==> src/rtl/mem_pkg.sv <==
// Shared widths, read/write encodings and tag-table entry states for the
// L2 memory request port.
package mem_pkg;

    localparam int MEM_ADDR_W  = 26;
    localparam int MEM_DATA_W  = 128;
    localparam int MEM_L2TAG_W = 5;

    localparam logic [1:0] MEM_RW_READ  = 2'b00;
    localparam logic [1:0] MEM_RW_WRITE = 2'b01;

    typedef enum logic [1:0] {
        ENT_FREE    = 2'd0,
        ENT_PEND    = 2'd1,
        ENT_BACKOFF = 2'd2,
        ENT_WAIT    = 2'd3
    } ent_state_e;

endpackage

==> src/rtl/mem_req_prio_enc.sv <==
// Lowest-index priority encoder: reports whether any request bit is set and
// the index of the lowest set bit.
module mem_req_prio_enc #(
    parameter int N     = 4,
    parameter int IDX_W = (N > 1) ? $clog2(N) : 1
) (
    input  logic [N-1:0]     req,
    output logic             found,
    output logic [IDX_W-1:0] idx
);

    always_comb begin
        found = |req;
        idx   = '0;
        // Scan downward so the lowest set bit is the last one written.
        for (int i = N - 1; i >= 0; i--) begin
            if (req[i]) idx = IDX_W'(i);
        end
    end

endmodule

==> src/rtl/mem_requester.sv <==
// Initiator side of the L2 memory port: tag table of outstanding single-beat
// requests with NACK backoff/reissue and 1-cycle client completions.
module mem_requester #(
    parameter int MEM_ADDR_BITS  = mem_pkg::MEM_ADDR_W,
    parameter int MEM_DATA_BITS  = mem_pkg::MEM_DATA_W,
    parameter int MEM_L2TAG_BITS = mem_pkg::MEM_L2TAG_W,
    parameter int NTAGS          = 4,
    parameter int RETRY_DELAY    = 3,
    parameter int ID_W           = (NTAGS > 1) ? $clog2(NTAGS) : 1
) (
    input  logic                      clk,
    input  logic                      reset,
    input  logic                      cli_req_val,
    output logic                      cli_req_rdy,
    input  logic [1:0]                cli_req_rw,
    input  logic [MEM_ADDR_BITS-1:0]  cli_req_addr,
    input  logic [MEM_DATA_BITS-1:0]  cli_req_data,
    output logic [ID_W-1:0]           cli_req_id,
    output logic                      mem_req_val,
    input  logic                      mem_req_rdy,
    output logic [1:0]                mem_req_rw,
    output logic [MEM_ADDR_BITS-1:0]  mem_req_addr,
    output logic [MEM_DATA_BITS-1:0]  mem_req_data,
    output logic [MEM_L2TAG_BITS-1:0] mem_req_tag,
    input  logic                      mem_resp_val,
    input  logic                      mem_resp_nack,
    input  logic [MEM_L2TAG_BITS-1:0] mem_resp_tag,
    input  logic [MEM_DATA_BITS-1:0]  mem_resp_data,
    output logic                      cli_resp_val,
    output logic [ID_W-1:0]           cli_resp_id,
    output logic [MEM_DATA_BITS-1:0]  cli_resp_data,
    output logic                      err,
    output logic [2*NTAGS-1:0]        dbg_state
);
    import mem_pkg::*;

    // Handshakes: a transfer happens on the rising edge where val && rdy;
    // val never depends on rdy, and the responder side has no backpressure.

    localparam int CNT_W = (RETRY_DELAY > 1) ? $clog2(RETRY_DELAY + 1) : 1;

    ent_state_e               state_q [NTAGS];
    ent_state_e               state_d [NTAGS];
    logic [CNT_W-1:0]         cnt_q   [NTAGS];
    logic [CNT_W-1:0]         cnt_d   [NTAGS];
    logic [1:0]               rw_q    [NTAGS];
    logic [MEM_ADDR_BITS-1:0] addr_q  [NTAGS];
    logic [MEM_DATA_BITS-1:0] data_q  [NTAGS];

    logic [NTAGS-1:0] free_vec, pend_vec;
    logic             free_found, pend_found;
    logic [ID_W-1:0]  free_idx, pend_idx, resp_idx;
    logic             accept, issue, resp_in_range, resp_hit, resp_ack;

    always_comb begin
        free_vec  = '0;
        pend_vec  = '0;
        dbg_state = '0;
        for (int i = 0; i < NTAGS; i++) begin
            free_vec[i]        = (state_q[i] == ENT_FREE);
            pend_vec[i]        = (state_q[i] == ENT_PEND);
            dbg_state[2*i +: 2] = state_q[i];
        end
    end

    mem_req_prio_enc #(.N(NTAGS), .IDX_W(ID_W)) u_free_enc (
        .req   (free_vec),
        .found (free_found),
        .idx   (free_idx)
    );

    mem_req_prio_enc #(.N(NTAGS), .IDX_W(ID_W)) u_pend_enc (
        .req   (pend_vec),
        .found (pend_found),
        .idx   (pend_idx)
    );

    assign cli_req_rdy  = reset && free_found;
    assign cli_req_id   = free_idx;
    assign mem_req_val  = pend_found;
    assign mem_req_rw   = rw_q[pend_idx];
    assign mem_req_addr = addr_q[pend_idx];
    assign mem_req_data = data_q[pend_idx];
    assign mem_req_tag  = MEM_L2TAG_BITS'(pend_idx);

    assign accept        = cli_req_val && cli_req_rdy;
    assign issue         = mem_req_val && mem_req_rdy;
    assign resp_in_range = int'(mem_resp_tag) < NTAGS;
    assign resp_idx      = mem_resp_tag[ID_W-1:0];
    assign resp_hit      = mem_resp_val && resp_in_range && (state_q[resp_idx] == ENT_WAIT);
    assign resp_ack      = resp_hit && !mem_resp_nack;

    // Accept, issue and response always target distinct entries (FREE, PEND,
    // WAIT respectively), so their updates never collide.
    always_comb begin
        for (int i = 0; i < NTAGS; i++) begin
            state_d[i] = state_q[i];
            cnt_d[i]   = cnt_q[i];
            if (state_q[i] == ENT_BACKOFF) begin
                if (cnt_q[i] <= CNT_W'(1)) state_d[i] = ENT_PEND;
                else                       cnt_d[i]   = cnt_q[i] - CNT_W'(1);
            end
        end
        if (accept) state_d[free_idx] = ENT_PEND;
        if (issue)  state_d[pend_idx] = ENT_WAIT;
        if (resp_hit) begin
            if (!mem_resp_nack) begin
                state_d[resp_idx] = ENT_FREE;
            end else if (RETRY_DELAY == 0) begin
                state_d[resp_idx] = ENT_PEND;
            end else begin
                state_d[resp_idx] = ENT_BACKOFF;
                cnt_d[resp_idx]   = CNT_W'(RETRY_DELAY);
            end
        end
    end

    always_ff @(posedge clk or negedge reset) begin
        if (!reset) begin
            for (int i = 0; i < NTAGS; i++) begin
                state_q[i] <= ENT_FREE;
                cnt_q[i]   <= '0;
            end
            err           <= 1'b0;
            cli_resp_val  <= 1'b0;
            cli_resp_id   <= '0;
            cli_resp_data <= '0;
        end else begin
            for (int i = 0; i < NTAGS; i++) begin
                state_q[i] <= state_d[i];
                cnt_q[i]   <= cnt_d[i];
            end
            if (mem_resp_val && !resp_hit) err <= 1'b1;
            cli_resp_val <= resp_ack;
            if (resp_ack) begin
                cli_resp_id   <= resp_idx;
                cli_resp_data <= (rw_q[resp_idx] == MEM_RW_WRITE) ? '0 : mem_resp_data;
            end
        end
    end

    // Payload is only meaningful while the entry is not FREE, so it needs no reset.
    always_ff @(posedge clk) begin
        if (accept) begin
            rw_q[free_idx]   <= cli_req_rw;
            addr_q[free_idx] <= cli_req_addr;
            data_q[free_idx] <= cli_req_data;
        end
    end

endmodule
==> config.mk <==
export PLATFORM = sky130hd
export DESIGN_NAME = mem_requester
export DESIGN_NICKNAME = d
export VERILOG_FILES = /design/src/rtl/mem_pkg.sv /design/src/rtl/mem_req_prio_enc.sv /design/src/rtl/mem_requester.sv
export SDC_FILE = /design/constraint.sdc
export NUM_CORES = 1
export LEC_CHECK = 0
export ABC_AREA = 1
export BUFFER_PORTS_ARGS = -buffer_cell sky130_fd_sc_hd__clkbuf_2
export CAP_MARGIN = 20
export CORE_ASPECT_RATIO = 0.5
export CORE_MARGIN = 2
export CORE_UTILIZATION = 45
export CTS_CLUSTER_SIZE = 10
export DETAILED_ROUTE_END_ITERATION = 8
export PLACE_DENSITY_LB_ADDON = 0.12
export SYNTH_ARGS = -nofsm -noshare
export SYNTH_HDL_FRONTEND = slang
export SYNTH_HIERARCHICAL = 1
export SYNTH_SLANG_ARGS = --single-unit
==> constraint.sdc <==
create_clock -name clk -period 5.2 [get_ports clk]
set_input_delay 0.52 -clock clk [delete_from_list [all_inputs] [get_ports clk]]
set_output_delay 0.52 -clock clk [all_outputs]
set_load 0.005 [all_outputs]
==> results.cfg, run 1 <==
[placed_design]
dp_hpwl_um = 46040
io_buffers = 596
gp_congestion = 0.8287

[run]
cap_violations = 0

[synthesis]
synth-seq-area-share_pct = 75.61
synth-edff-count = 624
ys_ff_latch = 772
synth_ff_type = edfxtp_1
synthTopCellsByArea = edfxtp_1 63%, dfrtp_1 12%, nand2_1 8.2%
synth_top_area_share_pct = 63.13
syn_area_per_cell_sq_um = 13.16
netlist_area_sq_um = 29680
synth_cells = 2256
async_flop_share_pct = 19.17
ys_types = 33
ys_warn_count = 6
synth_top_area_cell = edfxtp_1

[grt]
grt_first_pass_wirelength_um = 110900
grt_max_degree = 123
grt_usage_pct = 21.20
grt_pass1_vias = 18550
grt.overflow.total = 0
antenna_found_initial = 4

[critical_path]
crit_path_end_kind = output port
critical_path.top_delay_family = buffers and inverters
r2r_cells = 8
worst-setup-path-type = reg2out
path_buf_inv = 5
path_cells = inv_1 > nor2_1 > inv_2 > nand2_1 > a21oi_2 > nand2_1 > inv_6 > buf_4 > a22oi_1 > nand2_1 > clkbuf_2
cpPeakStageDelay_ps = 650
reg2reg_from = dbg_state[1]
required_ps = 4680
path_common_cell = nand2_1
cp_max_fo = 90
cp-start-kind = register
r2r_slack_ps = 2230
crit_arrival_ps = 3420
path_depth = 11
cp_slowest_cell = inv_6
r2r-end = addr_q[0][8]

[sta]
worst_pin_slew_ps = 954.6
min_period_ps = 3936
rsz0062_at_grt = no
hold_violations = 0
finalClockSkew_ps = 24.25
setup_viol = 0
max_freq_mhz = 254.0
fin_crit_sh_pct = 75.70
drv_slew = 0
finalSetupTns_ps = 0
max_slew_margin_pct = 36.36

[clock_tree]
clock_path_buffers = 3
cts_tree = done
cts_buffers = 87
clk_pin_slew_ps = 60
cts_resized = 0
clockRootBuffer = clkbuf_16
cts.htree.levels = 3
cts.sinks = 772
clk_latency_ps = 630

[drt]
wl_um = 74390
vias = 19160
wire_per_inst_um = 19.79
vias_per_cell = 5.096
first_pass_iters = 5
drtAntennaViolNets = 0
drc = 0
drt_iter0_drc = 1420

[power_and_ir_drop]
leakagePower_nw = 15.25
powerDensity_nw_per_um2 = 541.1
peakVddDrop_mv = 0.4734
fin_total_pwr_mw = 19.43

[worst_hold_path]
hold_depth = 1
hold_end = addr_q[2][22]
hp-class = in2reg
hp-start = cli_req_addr[22]

[die]
initial_core_util_pct = 45.61
die_w_um = 367.2
coreArea_sq_um = 65070
dieArea_sq_um = 68150
rows = 66
die_height_um = 185.6
io_pins = 600

[cells_and_area]
multiInputGateArea_sq_um = 5946
syn2layout_area_growth_pct = 20.97
seq_area_sq_um = 22440
nets = 3150
n_fill_cell = 5521
layout-drive-gt1-share_pct = 26.11

[outcome]
status = complete, no violations
-- kinds of logic (layout without fill, tap and decap cells) --
family,after synthesis,in the layout,share of synthesized area (%)
fa+ha+maj,8,8,0.3373
flops,772,772,75.61
buf+inv,295,909,4.523
other cells,1,7,0.01263
simple gates,754,754,9.957
compound gates,426,426,9.557
-- Yosys cell counts (9+ instances only) --
master and number:
dfrtp_1 148, buf_2 31, buf_8 9, nand3_1 59, a22oi_1 272, inv_1 158
nand4_1 9, o21ai_0 13, a21oi_1 132, clkbuf_1 64, nand2_1 650, edfxtp_1 624
buf_4 15, nor2_1 27
-- timing repair --
| item | in CTS | in global routing |
|---|---|---|
| endpoints found under the hold margin | 40 | 0 |
| hold buffers | 1 | 0 |
| buffers inserted | 0 | 0 |
-- where the power goes --
group / switching, mW / total (mW) / internal, mW
logic: 4.29 / 6.89 / 2.60
registers: 0.180 / 7.18 / 7.00
clock network: 2.31 / 5.36 / 3.05
total: 6.78 / 19.4 / 12.6
-- placed cells by master, fill, tap and decap left out, types with 7 or more instances in the layout --
cell type	netlist	final
nor2_1	27	24
edfxtp_1	624	624
a21oi_1	132	132
clkbuf_2	0	595
dfrtp_1	148	148
a22oi_1	272	272
clkbuf_1	64	19
buf_12	1	10
o21ai_0	13	13
buf_4	15	24
ha_1	8	8
clkbuf_16	0	88
nand2_1	650	649
nand3_1	59	58
inv_1	158	152
nand4_1	9	9
inv_6	0	7
-- routing by layer --
layer / vias to the layer above / global-route usage [%] / wire length [um]
met1: 9366 / 26.39 / 29820
met4: 0 / 7.049 / 2078
met2: 494 / 37.74 / 39030
met3: 121 / 3.799 / 3465
li1: 9181 / - / -
met5: - / 0 / 0
-- worst max path at each step --
| stage | endpoint | startpoint | slack, ps |
|---|---|---|---|
| finish | mem_req_data[73] | dbg_state[4] | 1260 |
| global route | mem_req_data[73] | dbg_state[4] | 1030 |
| CTS | mem_req_data[73] | dbg_state[0] | 1190 |
| detailed placement | mem_req_data[50] | dbg_state[0] | 1880 |
| global placement | mem_req_data[50] | dbg_state[0] | 1930 |
| floorplan | addr_q[0][0] | dbg_state[1] | 580 |
-- area by class of cell --
cell class	count	share of cell area, %
tap	884	3.081
clock buffer	107	6.332
timing repair buffer	631	9.412
antenna	4	0.02788
inverter	164	1.791
clock inverter	7	0.2927
multi-input combinational	1191	16.56
sequential	772	62.50
-- state kept, by name (all words and copies together) (netlist names), 2 cells and up --
register       flops
data_q           512
cnt_q              8
rw_q               8
cli_resp_data    128
dbg_state          8
cli_resp_id        2
addr_q           104
-- worst register-to-register path: cells and delay by family (launching register included) --
family / cells / cell delay, ps
buffers and inverters: 3 / 1230
and+or+nand+nor: 5 / 910
DFF: 1 / 460
-- stage by stage --
stage	utilization, %	hold slack (ps)	instance area, sq um	cells	setup WS, ps
after CTS	55.16	68.40	35890	3756	1194
after detailed placement	51.49	447.5	33510	3641	1877
final	55.18	111.1	35900	3760	1264
after floorplan	-	224.4	29690	2258	582.4
after global routing	55.18	77.34	35900	3760	1030
after global placement	51.49	441.8	33510	3641	1930
Note: power is estimated with default switching activity, not from simulation.
==> run 2: changes to the inputs <==
==> constraint.sdc (replaced) <==
create_clock -name clk -period 3.2 [get_ports clk]
set_input_delay 0.32 -clock clk [delete_from_list [all_inputs] [get_ports clk]]
set_output_delay 0.32 -clock clk [all_outputs]
set_load 0.005 [all_outputs]
==> run 2 against run 1 <==
Critical path depth down 1; register-to-register slack worse by 1500 ps; clock skew down 8.3 ps; largest power group is now combinational logic; final cell count up 8.5%; cell area up 10%; utilization up 5.6 points; clock power up 65%; non-clock buffer count up 319; critical path type unchanged; power up 72%; critical endpoint is now mem_req_addr[18]; sequential cell count unchanged; via count up 8.7%; global-route usage up 1.3 points.
==> results.cfg, run 2 (same netlist as run 1, synthesis figures left out) <==
[outcome]
status = complete, no violations

[sta]
min_period_ps = 3058
finalClockSkew_ps = 15.93
worst_pin_slew_ps = 1007
max_slew_margin_pct = 32.86
max_freq_mhz = 327.0
hold_violations = 0
setup_viol = 0
drv_slew = 0
fin_crit_sh_pct = 95.56

[placed_design]
place_area_sq_um = 33970
io_buffers = 596
dp_hpwl_um = 47520
gp_congestion = 0.8820

[drt]
drtAntennaViolNets = 0
wire_per_inst_um = 19.82
vias_per_cell = 5.110
wl_um = 80810
drc = 0
drt_iter0_drc = 1454
first_pass_iters = 7
vias = 20840

[grt]
grt_usage_pct = 22.51
grt_pass1_vias = 20850
antenna_found_initial = 0
grt_max_degree = 82
grt.overflow.total = 0
grt_first_pass_wirelength_um = 118200

[cells_and_area]
top_register = data_q
diodes = 0
final_area_sq_um = 39580
syn2layout_area_growth_pct = 33.35
utilization_pct = 60.82
largest_register_ffs = 512
largest_registers = data_q: 512 flops, cli_resp_data: 128 flops, addr_q: 104 flops
nets = 3471
layout-drive-gt1-share_pct = 25.11
layout_commonest_cell = nand2_1
layout_common_cells = 647 x nand2_1, 624 x edfxtp_1, 595 x clkbuf_2

[run]
cap_violations = 0

[critical_path]
crit_arrival_ps = 2740
crit_path_end_kind = output port
worst-setup-path-type = reg2out
required_ps = 2880
cp-start-kind = register
cp_max_fo = 30

[power_and_ir_drop]
powerDensity_nw_per_um2 = 844.5
peakVddDrop_mv = 0.8527
leakagePower_nw = 16.78

[die]
coreArea_sq_um = 65070
dieArea_sq_um = 68150
io_pins = 600
rows = 66
die_w_um = 367.2
die_height_um = 185.6
initial_core_util_pct = 45.61

[worst_hold_path]
hp-class = in2reg

[clock_tree]
clock_path_buffers = 3
clockRootBuffer = clkbuf_16
cts.sinks = 772
clk_latency_ps = 640
cts_buffers = 87
cts_tree = done
cts.htree.levels = 3
clk_pin_slew_ps = 60
-- run 2: cell count changes in the layout (fill, tap and decap cells not counted), sizes merged --
| cell | delta |
|---|---|
| buf | +34 |
| inv | -2 |
| clkinv | -1 |
| bufinv | +2 |
| clkinvlp | +3 |
| diode | -4 |
| dlygate4sd3 | +281 |
| clkbuf | +5 |
-- run 2: worst max-delay path, stage by stage (launching register included) --
cell	delay, ps
dfrtp_1	470
nor2_2	250
inv_1	90
nand2_1	120
a21oi_4	60
nand2_4	130
bufinv_16	240
buf_16	190
a22oi_1	310
nand2_1	90
clkbuf_2	120
-- run 2: timing repair --
| item | CTS | global route |
|---|---|---|
| gates cloned | 3 | 5 |
| setup endpoints to repair | 155 | 153 |
| pin swaps | 1 | 3 |
| resized for setup | 16 | 15 |
| endpoints found under the hold margin | 762 | 0 |
| buffers inserted | 2 | 6 |
| hold buffers | 282 | 0 |
-- run 2: path summary, 6_finish.rpt --
check | from | endpoint | slack, ps | cells after the start
max in group asynchronous | reset | cli_resp_data[93] | 1800 | 3
worst max-delay path | dbg_state[1] | mem_req_addr[18] | 140 | 10
worst max register to register | dbg_state[1] | data_q[3][105] | 690 | 8
worst min register to register | err | err | 460 | 1
min in group asynchronous | reset | cli_resp_data[16] | 140 | 2
worst min-delay path | mem_resp_data[11] | cli_resp_data[11] | 50 | 5
-- run 2: stage by stage --
stage	worst slack [ps]	power, mW	TNS (ps)	std cells	hold slack (ps)
2_1_floorplan	-554.3	17.55	-329970	2258	24.41
3_3_place_gp	406.8	23.48	0	3665	184.4
3_5_place_dp	434.4	23.52	0	3665	183.3
4_1_cts	-12.45	33.10	-37.90	4067	4.112
5_1_grt	-12.03	35.15	-26.22	4078	27.24
6_report	142.2	33.42	0	4078	46.68
-- run 2: area by class of cell --
cell class	instances	area, sq um
clock buffer	108	2298
tap	884	1106
timing repair buffer	950	6922
sequential	772	22440
inverter	164	673.1
fill	5184	25490
multi-input combinational	1191	6001
timing repair inverter	2	17.52
clock inverter	7	117.6
-- run 2: power by group --
part	total [mW]	internal (mW)	switching, mW
combinational	12.9	5.26	7.66
clock	8.83	5.08	3.75
sequential	11.7	11.4	0.293
total	33.4	21.7	11.7
-- run 2: per-layer routing --
layer / vias to the layer above / global-route usage [%] / routed length, um
li1: 9822 / - / -
met1: 10310 / 27.55 / 32620
met2: 591 / 41.06 / 42560
met3: 117 / 3.903 / 3960
met4: 0 / 6.705 / 1669
met5: - / 0 / 0
